===== config.mk =====
export PLATFORM = sky130hd
export DESIGN_NAME = gate_sequencer_flat
export DESIGN_NICKNAME = d
export VERILOG_FILES = /design/src/rtl/gate_sequencer_if.sv /design/src/rtl/gate_sequencer.sv /design/src/flat_wrapper.sv
export SDC_FILE = /design/constraint.sdc
export NUM_CORES = 1
export LEC_CHECK = 0
export CAP_MARGIN = 20
export CORE_AREA = 4 4 48 50
export CTS_BUF_LIST = sky130_fd_sc_hd__clkbuf_2
export DETAILED_ROUTE_END_ITERATION = 7
export DIE_AREA = 0 0 52 54
export PLACE_DENSITY = 0.79
export SLEW_MARGIN = 20
export SYNTH_ARGS = -nofsm -noshare
export SYNTH_HDL_FRONTEND = slang
export SYNTH_SLANG_ARGS = --single-unit

===== constraint.sdc =====
create_clock -name clk -period 2.8 [get_ports clk]
set_clock_uncertainty 0.05 [all_clocks]
set_input_delay 0.56 -clock clk [delete_from_list [all_inputs] [get_ports clk]]
set_output_delay 0.56 -clock clk [all_outputs]
set_load 0.005 [all_outputs]

===== src/rtl/gate_sequencer_if.sv =====
// Request/grant bundle between the gate sensors and the gate sequencer.
// The master side raises requests and pass pulses; the slave side returns grants.
interface gate_sequencer_if;
  logic entry_req;
  logic exit_req;
  logic car_passed;
  logic entry_grant;
  logic exit_grant;

  modport master (
    output entry_req,
    output exit_req,
    output car_passed,
    input  entry_grant,
    input  exit_grant
  );

  modport slave (
    input  entry_req,
    input  exit_req,
    input  car_passed,
    output entry_grant,
    output exit_grant
  );
endinterface


===== src/rtl/gate_sequencer.sv =====
// Shared-barrier controller: round-robin entry/exit arbitration, open/closing timing, occupancy.
// Define OBSTACLE_SENSE_EN to add the obstacle input that reopens the gate during CLOSING.
module gate_sequencer #(
  parameter int unsigned OPEN_SECS    = 5,
  parameter int unsigned CLOSE_SECS   = 2,
  parameter int unsigned MAX_CAPACITY = 8,
  parameter int unsigned CNT_W        = 4
) (
  input  logic             clk,
  input  logic             reset,
  input  logic             tick_1hz,
  input  logic             tick_2hz,
`ifdef OBSTACLE_SENSE_EN
  input  logic             obstacle,
`endif
  gate_sequencer_if.slave  gif,
  output logic             gate_open,
  output logic             warn_led,
  output logic [CNT_W-1:0] occupancy,
  output logic             full,
  output logic             busy
);

  typedef enum logic [1:0] {
    IDLE,
    OPEN,
    CLOSING
  } state_t;

  typedef enum logic {
    SIDE_EXIT,
    SIDE_ENTRY
  } side_t;

  state_t           state, state_n;
  side_t            last_served, last_served_n;
  logic [3:0]       timer, timer_n;
  logic [CNT_W-1:0] occupancy_n;
  logic             gate_open_n, warn_led_n;
  logic             entry_grant, entry_grant_n;
  logic             exit_grant, exit_grant_n;
  logic             eligible_entry, eligible_exit;
  logic             obstacle_hit;

`ifdef OBSTACLE_SENSE_EN
  assign obstacle_hit = obstacle;
`else
  assign obstacle_hit = 1'b0;
`endif

  assign full            = (occupancy == CNT_W'(MAX_CAPACITY));
  assign busy            = (state != IDLE);
  assign gif.entry_grant = entry_grant;
  assign gif.exit_grant  = exit_grant;
  assign eligible_entry  = gif.entry_req & ~full;
  assign eligible_exit   = gif.exit_req & (occupancy != '0);

  always_ff @(posedge clk) begin
    if (!reset) begin
      state       <= IDLE;
      last_served <= SIDE_EXIT;
      timer       <= '0;
      occupancy   <= '0;
      gate_open   <= 1'b0;
      warn_led    <= 1'b0;
      entry_grant <= 1'b0;
      exit_grant  <= 1'b0;
    end else begin
      state       <= state_n;
      last_served <= last_served_n;
      timer       <= timer_n;
      occupancy   <= occupancy_n;
      gate_open   <= gate_open_n;
      warn_led    <= warn_led_n;
      entry_grant <= entry_grant_n;
      exit_grant  <= exit_grant_n;
    end
  end

  always_comb begin
    state_n       = state;
    last_served_n = last_served;
    timer_n       = timer;
    occupancy_n   = occupancy;
    gate_open_n   = gate_open;
    warn_led_n    = warn_led;
    entry_grant_n = entry_grant;
    exit_grant_n  = exit_grant;

    unique case (state)
      IDLE: begin
        warn_led_n = 1'b0;
        if (eligible_entry || eligible_exit) begin
          // Both eligible: serve the side opposite the one served last.
          if (eligible_entry && (!eligible_exit || last_served == SIDE_EXIT)) begin
            entry_grant_n = 1'b1;
            exit_grant_n  = 1'b0;
            last_served_n = SIDE_ENTRY;
          end else begin
            entry_grant_n = 1'b0;
            exit_grant_n  = 1'b1;
            last_served_n = SIDE_EXIT;
          end
          state_n     = OPEN;
          timer_n     = 4'(OPEN_SECS);
          gate_open_n = 1'b1;
        end
      end

      OPEN: begin
        warn_led_n = 1'b0;
        // A pass coinciding with the final tick still counts, so it is checked first.
        if (gif.car_passed) begin
          if (entry_grant && occupancy != CNT_W'(MAX_CAPACITY))
            occupancy_n = occupancy + 1'b1;
          else if (exit_grant && occupancy != '0)
            occupancy_n = occupancy - 1'b1;
          state_n     = CLOSING;
          timer_n     = 4'(CLOSE_SECS);
          gate_open_n = 1'b0;
        end else if (tick_1hz) begin
          if (timer <= 4'd1) begin
            state_n     = CLOSING;
            timer_n     = 4'(CLOSE_SECS);
            gate_open_n = 1'b0;
          end else begin
            timer_n = timer - 1'b1;
          end
        end
      end

      CLOSING: begin
        gate_open_n = 1'b0;
        if (obstacle_hit) begin
          state_n     = OPEN;
          timer_n     = 4'(OPEN_SECS);
          gate_open_n = 1'b1;
          warn_led_n  = 1'b0;
        end else begin
          if (tick_2hz)
            warn_led_n = ~warn_led;
          if (tick_1hz) begin
            if (timer <= 4'd1) begin
              state_n       = IDLE;
              timer_n       = '0;
              warn_led_n    = 1'b0;
              entry_grant_n = 1'b0;
              exit_grant_n  = 1'b0;
            end else begin
              timer_n = timer - 1'b1;
            end
          end
        end
      end

      default: begin
        state_n       = IDLE;
        gate_open_n   = 1'b0;
        warn_led_n    = 1'b0;
        entry_grant_n = 1'b0;
        exit_grant_n  = 1'b0;
      end
    endcase
  end

endmodule


===== src/flat_wrapper.sv =====
// flat-port wrapper written by rule: the top's interface ports become plain ports
module gate_sequencer_flat 
#(
  parameter int unsigned OPEN_SECS    = 5,
  parameter int unsigned CLOSE_SECS   = 2,
  parameter int unsigned MAX_CAPACITY = 8,
  parameter int unsigned CNT_W        = 4
)
  (clk, reset, tick_1hz, tick_2hz, gate_open, warn_led, occupancy, full, busy, gif_entry_req, gif_exit_req, gif_car_passed, gif_entry_grant, gif_exit_grant);
  gate_sequencer_if gif_i ();
  input  logic clk;
  input  logic reset;
  input  logic tick_1hz;
  input  logic tick_2hz;
  output logic gate_open;
  output logic warn_led;
  output logic [CNT_W-1:0] occupancy;
  output logic full;
  output logic busy;
  input wire logic [$bits(gif_i.entry_req)-1:0] gif_entry_req;
  input wire logic [$bits(gif_i.exit_req)-1:0] gif_exit_req;
  input wire logic [$bits(gif_i.car_passed)-1:0] gif_car_passed;
  output wire logic [$bits(gif_i.entry_grant)-1:0] gif_entry_grant;
  output wire logic [$bits(gif_i.exit_grant)-1:0] gif_exit_grant;
  assign gif_i.entry_req = gif_entry_req;
  assign gif_i.exit_req = gif_exit_req;
  assign gif_i.car_passed = gif_car_passed;
  assign gif_entry_grant = gif_i.entry_grant;
  assign gif_exit_grant = gif_i.exit_grant;
  gate_sequencer #(.OPEN_SECS(OPEN_SECS), .CLOSE_SECS(CLOSE_SECS), .MAX_CAPACITY(MAX_CAPACITY), .CNT_W(CNT_W)) u_core (.clk(clk), .reset(reset), .tick_1hz(tick_1hz), .tick_2hz(tick_2hz), .gif(gif_i), .gate_open(gate_open), .warn_led(warn_led), .occupancy(occupancy), .full(full), .busy(busy));
endmodule

# ---- Yosys cells after proc, flatten, opt, wreduce, memory -nomap -nowiden
# Index checks and enable logic that the tools add are counted.
# W data, S select, Z words.
dict set report word_totals {
  n_memories 0
  output_inout_bits 10
  regBits 15
  romBits 0
  input_bits 7
  ramBits 0
  latch_bits 0
  elab_cells 75
}
dict set report op_classes {
  n_mul 0
  order_cmp 1
  n_eq_ne 9
  shift 0
  n_bitwise 6
  reduce_logical 18
  mux 30
  div 0
  add_sub_neg 3
}
# cell n
set op_table {}
lappend op_table {{$mux W4} 8}
lappend op_table {{$mux W2} 6}
lappend op_table {{$pmux W4 S3} 1}
lappend op_table {{$mux W1} 11}
lappend op_table {{$reduce_and A4 Y1} 2}
lappend op_table {{$sub A4 B1 Y4 const B} 2}
lappend op_table {{$pmux W1 S3} 2}
lappend op_table {{$pmux W2 S3} 1}
lappend op_table {{$reduce_and A3 Y1} 2}
lappend op_table {{$reduce_and A5 Y1} 1}
lappend op_table {{$add A4 B1 Y4 const B} 1}
lappend op_table {{$eq A4 B4 Y1 const B} 1}
lappend op_table {{$le A4 B1 Y1 const B} 1}
lappend op_table {{$ne A2 B1 Y1 const B} 2}
lappend op_table {{$ne A4 B4 Y1 const B} 1}
lappend op_table {{$not A1 Y1} 4}
lappend op_table {{$reduce_and A2 Y1} 2}
lappend op_table {{$reduce_bool A2 Y1} 2}
lappend op_table {{$reduce_bool A4 Y1} 1}
lappend op_table {{$logic_and A1 B1 Y1} 3}
lappend op_table {{$ne A3 B2 Y1 const B} 1}
lappend op_table {{$ne A3 B3 Y1 const B} 1}
lappend op_table {{$reduce_bool A3 Y1} 1}
lappend op_table {{$and A1 B1 Y1} 2}
lappend op_table {{7 further kinds} 8}

# ---- Longest topological paths before layout
# Gate-level depths: netlist of run 1.
dict set report depth {
  word_depth 8
  depth_mapped 8
  ltp_nobuf 8
}

# ---- Worst setup path before layout of run 1
# OpenSTA, ideal clock, no wires.
dict set report synth_timing {
  path_kind {register -> register}
  start {register u_core.occupancy[0]}
  end {register u_core.occupancy[3]}
  t_arrival_ns 2.249
  n_path_buf 0
  path_stages_with_launch 9
  path_slack_ns 0.430
  period_less_slack_ns 2.370
  setup_ns 0.071
  required_time_ns 2.679
  path_cell_list {dfxtp_1 > or4b_4 > nand2_1 > ha_1 > a21o_2 > a21oi_1 > xnor2_1 > or3_1 > a21oi_1}
}
dict set report synth_between {
  elab_chain_len 4
  word_cells_on_any_way 10
  cone_classes {add/sub (2); eq/ne (1); mux (2); reduce/logical (5)}
}
# item line
set synth_rtl {}
lappend synth_rtl {{from (decl)} gate_sequencer.sv:19} ;# output logic [CNT_W-1:0] occupancy,
lappend synth_rtl {{from (signal assigned)} gate_sequencer.sv:72} ;# occupancy <= occupancy_n;
lappend synth_rtl {{branches (longest 4 deep; another with $sub A4 B1 Y4)} n/a}
# Parallel ways; which one is timed is not known. The select of a mux whose other input is x is not followed.
# A chain may end at the register's enable or synchronous reset.

# ---- Worst setup path in the final report of run 1
# Same ends and word-level chain as after synthesis.

==> impl_results.md, run 1 <==
- Status: finished, final reports clean
- CORE AREA: 1900 um^2
- H-tree depth: 1
- Vias in the first global route: 843
- YS warnings: 0
- Hold buffers post-CTS: 0
- Avg Inst Size Synth: approximately 8.7 um^2
- Final min period: 2.59 ns
- Die Y: roughly 54 um
- Post-DP Area: 1180 um^2
- Share of cells above drive strength 1: 0.0602
- Vias per cell: 5.43
- Clock Latency Late Sink: 0.30 ns
- Slew @ Worst Pin: 0.464 ns
- Slowest-stage cell, CP: or4b_4
- CP Launch Type: flop
- Clock power share: 0.113
- Max cap viols: 0
- Post-synth ARST share: 0
- Peak supply drop: 0.438 mV
- Final #Nets: ~150
- Sw Ratio: 0.423
- GRT overflow: 0
- Detailed Route WL: 2200 um
- First-pass GRT wire length: 3690 um
- Peak Freq: 386 MHz
- Design Area, Final: 1200 um^2
- Num ports: 17
- Int Power: 554 uW
- CTS clk-pin slew, worst paths: 0.15 ns
- Crit Path Max Fanout: 8
- Critical setup path kind: reg -> reg
- Predominant post-synthesis flop cell: dfxtp_1
- Port bufs: 16
- Detail Route Antenna Nets: 0
- Most common cell after layout, fill and taps aside: clkdlybuf4s50_1
- Vias after detailed routing: roughly 870
- Initial Util: 0.520
- Final Slew Violations: 0
- P_leak: 0.000492 uW
- Cts bufs inserted: 3
- PD cells: 801 nW/um^2
- R2R Path End: u_core.occupancy[3]$_SDFFE_PN0P_
- Gp weighted congestion: 0.820
- CP max stage delay: 0.61 ns
- Hold path endpoint: u_core.timer[3]$_SDFFE_PN0P_
- Crit path arrival time: 2.78 ns
- RSZ-0062 raised after global routing: false
- Clk buf depth: 2
- Antenna Cells: 0
- Die area: 2810 um^2
- Routed len/inst: 13.8 um
- CTS tree: done
- Sequential power share: 0.333
- CTS-repair resized insts: 0
- Crit-path most repeated cell: a21oi_1
- Overall routing resource usage: 0.179
- Yosys reg bits: 15
- Residual DRC count: 0
- Die W: roughly 52 um
- Cell Chain, Critical Path: or4b_4 > nand2_1 > ha_1 > a21o_2 > a21oi_1 > xnor2_1 > or3_1 > a21oi_1
- Worst EP required: 2.99 ns
- Seq/Total Area, Yosys: 0.304
- Hold path depth: 2
- Number of core rows: 16
- Post-Synthesis Cells: 114
- Flop2flop setup slack: 0.21 ns
- Psw: 406 uW
- Post-synth EDFFs: 0
- Setup Fix Bufs, Post-CTS: 0
- Clock root cell: clkbuf_2
- Logic gate share of total power: 0.554
- Cell variety after synth: 34
- Post-Syn Nets: 131
- Fin cells: 160
- DP Cell Count: 156
- Post-DP HPWL: 1690 um
- Initial antenna violation count: 0
- Post-Syn Area: 988 um^2
- Final hold viol count: 0
- FF-to-FF path depth: 8
- Hold Startpoint: u_core.timer[3]$_SDFFE_PN0P_
- Hold Crit Class: reg -> reg
- Worst r2r src: u_core.occupancy[0]$_SDFFE_PN0P_
- CTS sink cnt: 15
- Worst Setup End Kind: flop
- First DRT Iteration DRCs: 8
- Finish-stage setup viols: 0
- Rel. slew slack: 0.691
- Area grow syn2layout: 21.3%
- Most frequent cells in the layout: clkdlybuf4s50_1, nor2_1, dfxtp_1, inv_1, ha_1
- Final setup TNS: 0 ns
- Pin count of the biggest net entering global routing: 14
- DR pass1 iterations: 4
- Final clock period utilization by the worst path: 0.925
==> cells in the mapped netlist, drive strengths merged (3+ instances only) <==
master,count,share of area
nor3,5,0.025
nand2b,3,0.019
inv,11,0.042
a21oi,5,0.025
nand2,4,0.015
ha,9,0.11
o21ai,5,0.025
mux2i,6,0.061
dfxtp,15,0.30
nor2,15,0.057
xnor2,3,0.027
==> per-stage QoR <==
| step | setup slack, ns | total power (uW) | hold WS, ns | util |
|---|---|---|---|---|
| after global routing | 0.0749 | 1050 | 0.481 | 0.630 |
| final | 0.211 | 960 | 0.460 | 0.630 |
| after global placement | 0.377 | 830 | 0.418 | 0.620 |
| after floorplan | 0.430 | 691 | 0.400 | - |
| after detailed placement | 0.262 | 853 | 0.443 | 0.620 |
| after CTS | 0.219 | 966 | 0.460 | 0.630 |
==> power by group through the flow <==
| stage | sequential [uW] | clock, uW | combinational, uW |
|---|---|---|---|
| 2_1_floorplan | 313 | 0 | 378 |
| 6_report | 320 | 108 | 532 |
| 5_1_grt | 328 | 125 | 595 |
| 4_1_cts | 319 | 114 | 534 |
| 3_5_place_dp | 324 | 0 | 529 |
| 3_3_place_gp | 321 | 0 | 509 |
==> state kept, by name (all words and copies together), names as in the netlist <==
name,cells
u_core.warn_led,1
u_core.gate_open,1
u_core.last_served,1
u_core.gif.entry_grant,1
u_core.gif.exit_grant,1
u_core.occupancy,4
u_core.state,2
u_core.timer,4
==> area by class of cell <==
class	count	area, um^2
clock buffers	4	20.0
fillers	168	703
inverters	11	41.3
multi-input cells	87	643
flip-flops and latches	15	300
well taps	27	33.8
repair buffers	16	160
==> worst max path at each step <==
| stage | startpoint | end | cells after the start |
|---|---|---|---|
| 3_5_place_dp | u_core.occupancy[0]$_SDFFE_PN0P_ | u_core.occupancy[3]$_SDFFE_PN0P_ | 8 |
| 2_1_floorplan | u_core.occupancy[0]$_SDFFE_PN0P_ | u_core.occupancy[3]$_SDFFE_PN0P_ | 8 |
| 5_1_grt | u_core.occupancy[0]$_SDFFE_PN0P_ | u_core.occupancy[3]$_SDFFE_PN0P_ | 8 |
| 6_report | u_core.occupancy[0]$_SDFFE_PN0P_ | u_core.occupancy[3]$_SDFFE_PN0P_ | 8 |
| 4_1_cts | u_core.occupancy[0]$_SDFFE_PN0P_ | u_core.occupancy[3]$_SDFFE_PN0P_ | 8 |
| 3_3_place_gp | u_core.occupancy[0]$_SDFFE_PN0P_ | u_core.occupancy[3]$_SDFFE_PN0P_ | 8 |
==> metal layers <==
layer	part of all wire	up-vias	global-route usage
met4	0.014	0	0.0742
met1	0.46	404	0.203
met3	0.062	5	0.0637
met2	0.47	21	0.305
met5	0	-	0
li1	-	438	-
==> kinds of logic (layout without fill, tap and decap cells) <==
group,after synthesis,in the layout,synth area share
AOI/OAI and AO/OA,24,24,0.187
xor gates and xnor gates,5,5,0.0443
adders and majority gates,10,10,0.134
buffers and inverters,12,31,0.0456
DFF,15,15,0.304
muxes,6,6,0.0608
and+or+nand+nor,42,42,0.224
==> critical path: cells and delay by family (launching register included) <==
kind | cells | cell delay [ns]
and+or+nand+nor | 3 | 1.09
AOI/OAI and AO/OA | 3 | 0.61
DFF | 1 | 0.43
adders and majority gates | 1 | 0.26
xor gates and xnor gates | 1 | 0.09
Note: power is estimated with default switching activity, not from simulation.
==> inputs of run 2 (changes only) <==
Settings changed: CORE_AREA 4 4 48 50 to 2 2 46 48, DIE_AREA 0 0 52 54 to 0 0 48 50, PLACE_DENSITY 0.79 to default, PLACE_DENSITY_LB_ADDON from default to 0.15.
==> run 2 against run 1 <==
Net effect: sequential share of layout area did not move; die area fell by 15%; final area did not move; via count rose by 1.6%; first-iteration DRC count rose by 88%; cell count did not move; combinational power fell by 0.9%; routed wire length fell by 5.4%; count of clock-buffer cells in the layout did not move; critical path depth did not move; utilization did not move; largest cell class unchanged.
==> impl_results.md, run 2 (synthesis results as in run 1) <==
- RSZ-0062 raised after global routing: false
- Flop2flop setup slack: 0.26 ns
- Top flop regs: u_core.occupancy (4), u_core.timer (4), u_core.state (2)
- Slew @ Worst Pin: between 0.4 and 0.5 ns
- Number of core rows: 16
- Crit Path Max Fanout: 8
- Share of cells above drive strength 1: 0.0602
- CTS tree: done
- Cts bufs inserted: 3
- Final Util: 0.630
- CORE AREA: between 1500 and 2000 um^2
- Final clock period utilization by the worst path: 0.906
- Detailed Route WL: between 2000 and 2500 um
- Vias in the first global route: 869
- Clock Latency Late Sink: ~0.28 ns
- Final hold viol count: 0
- Pin count of the biggest net entering global routing: 14
- Num ports: 17
- DP Cell Count: 156
- Worst r2r src: u_core.occupancy[0]$_SDFFE_PN0P_
- Area grow syn2layout: 21.3%
- Final setup TNS: 0 ns
- Detail Route Antenna Nets: 0
- CP delay by family, top: simple AND/OR/NAND/NOR gates
- Rel. slew slack: 0.714
- CTS-repair resized insts: 0
- CTS sink cnt: 15
- Cell Chain, Critical Path: or4b_4 > nand2_1 > ha_1 > a21o_2 > a21oi_1 > xnor2_1 > or3_1 > a21oi_1
- Levels on crit path: 8
- First DRT Iteration DRCs: 15
- GRT overflow: 0
- Final #Nets: 151
- Peak Freq: 394 MHz
- Hold Startpoint: u_core.timer[3]$_SDFFE_PN0P_
- Bufs and invs on worst path: 0
- Worst Setup End Kind: flop
- Antenna Cells: 0
- Design Area, Final: 1200 um^2
- Finish-stage setup viols: 0
- Final min period: 2.54 ns
- Die Y: roughly 50 um
- Crit-path most repeated cell: a21oi_1
- Crit path arrival time: 2.72 ns
- CP max stage delay: about 0.61 ns
- Setup Fix Bufs, Post-CTS: 0
- Die area: 2400 um^2
- Routed len/inst: 13.0 um
- Status: finished, final reports clean
- Final Slew Violations: 0
- Fin cells: 160
- Slowest-stage cell, CP: or4b_4
- Post-DP Area: 1180 um^2
- Worst EP required: 2.98 ns
- CP Launch Type: flop
- CTS clk-pin slew, worst paths: roughly 0.15 ns
- Most frequent cells in the layout: clkdlybuf4s50_1, nor2_1, dfxtp_1, inv_1, ha_1
- CP endpoint: u_core.occupancy[3]$_SDFFE_PN0P_
- Initial Util: 0.520
- Peak supply drop: 0.554 mV
- Overall routing resource usage: 0.197
- First-pass GRT wire length: 3510 um
- Hold Crit Class: reg -> reg
- Hold buffers post-CTS: 0
- Die W: approximately 48 um
- Max cap viols: 0
- Most common cell after layout, fill and taps aside: clkdlybuf4s50_1
- Clock root cell: clkbuf_2
- R2R Path End: u_core.occupancy[3]$_SDFFE_PN0P_
- FF-to-FF path depth: 8
- Post-DP HPWL: 1610 um
- Gp weighted congestion: 0.807
- Setup crit start: u_core.occupancy[0]$_SDFFE_PN0P_
- Clk buf depth: 2
- H-tree depth: 1
- Vias after detailed routing: 882
- Critical setup path kind: reg -> reg
- Port bufs: 16
- Vias per cell: 5.51
- P_leak: between 0.0004 and 0.0005 uW
- PD cells: 797 nW/um^2
- Residual DRC count: 0
- Initial antenna violation count: 0
- DR pass1 iterations: 4
run 2: cell counts in the layout (fill, tap and decap cells not counted):
Identical to the previous run, type by type.
run 2: layout make-up:
| class | instances | area, um^2 |
|---|---|---|
| multi-input combinational | 87 | 643 |
| sequential | 15 | 300 |
| clock buffer | 4 | 20.0 |
| timing repair buffer | 16 | 160 |
| inverter | 11 | 41.3 |
| tap | 27 | 33.8 |
| fill | 168 | 703 |
run 2: how the worst min path moves through the flow:
stage | cells past startpoint | to
4_1_cts | 2 | u_core.timer[3]$_SDFFE_PN0P_
3_5_place_dp | 2 | u_core.timer[3]$_SDFFE_PN0P_
2_1_floorplan | 2 | u_core.timer[3]$_SDFFE_PN0P_
3_3_place_gp | 2 | u_core.timer[3]$_SDFFE_PN0P_
6_report | 2 | u_core.timer[3]$_SDFFE_PN0P_
5_1_grt | 2 | u_core.timer[3]$_SDFFE_PN0P_
run 2: worst register-to-register path, stage by stage, from the launching register on:
cell and delay (ns):
dfxtp_1 0.43, or4b_4 0.61, nand2_1 0.15, ha_1 0.25
a21o_2 0.21, a21oi_1 0.25, xnor2_1 0.09, or3_1 0.31
a21oi_1 0.14
run 2: per-stage QoR:
stage                     hold slack [ns]  setup WS, ns  power [uW]
after global placement              0.423         0.384         843
after global routing                0.487         0.110        1040
final                               0.463         0.262         955
after floorplan                     0.400         0.430         691
after detailed placement            0.441         0.299         850
after CTS                           0.463         0.254         961
run 2: per-layer routing:
metal	up-vias	part of all wire	wire, um	global-route usage
met1	413	0.47	982	0.258
li1	441	-	-	-
met2	23	0.48	992	0.313
met4	0	0.015	32	0.0811
met5	-	0	0	0
met3	5	0.036	76	0.0256
run 2: where the power goes:
part	switching [uW]	total [uW]	leakage (uW)	internal, uW
combinational	274	527	0.000353	254
sequential	57.3	320	0.000123	262
clock	70.0	108	0.0000166	37.9
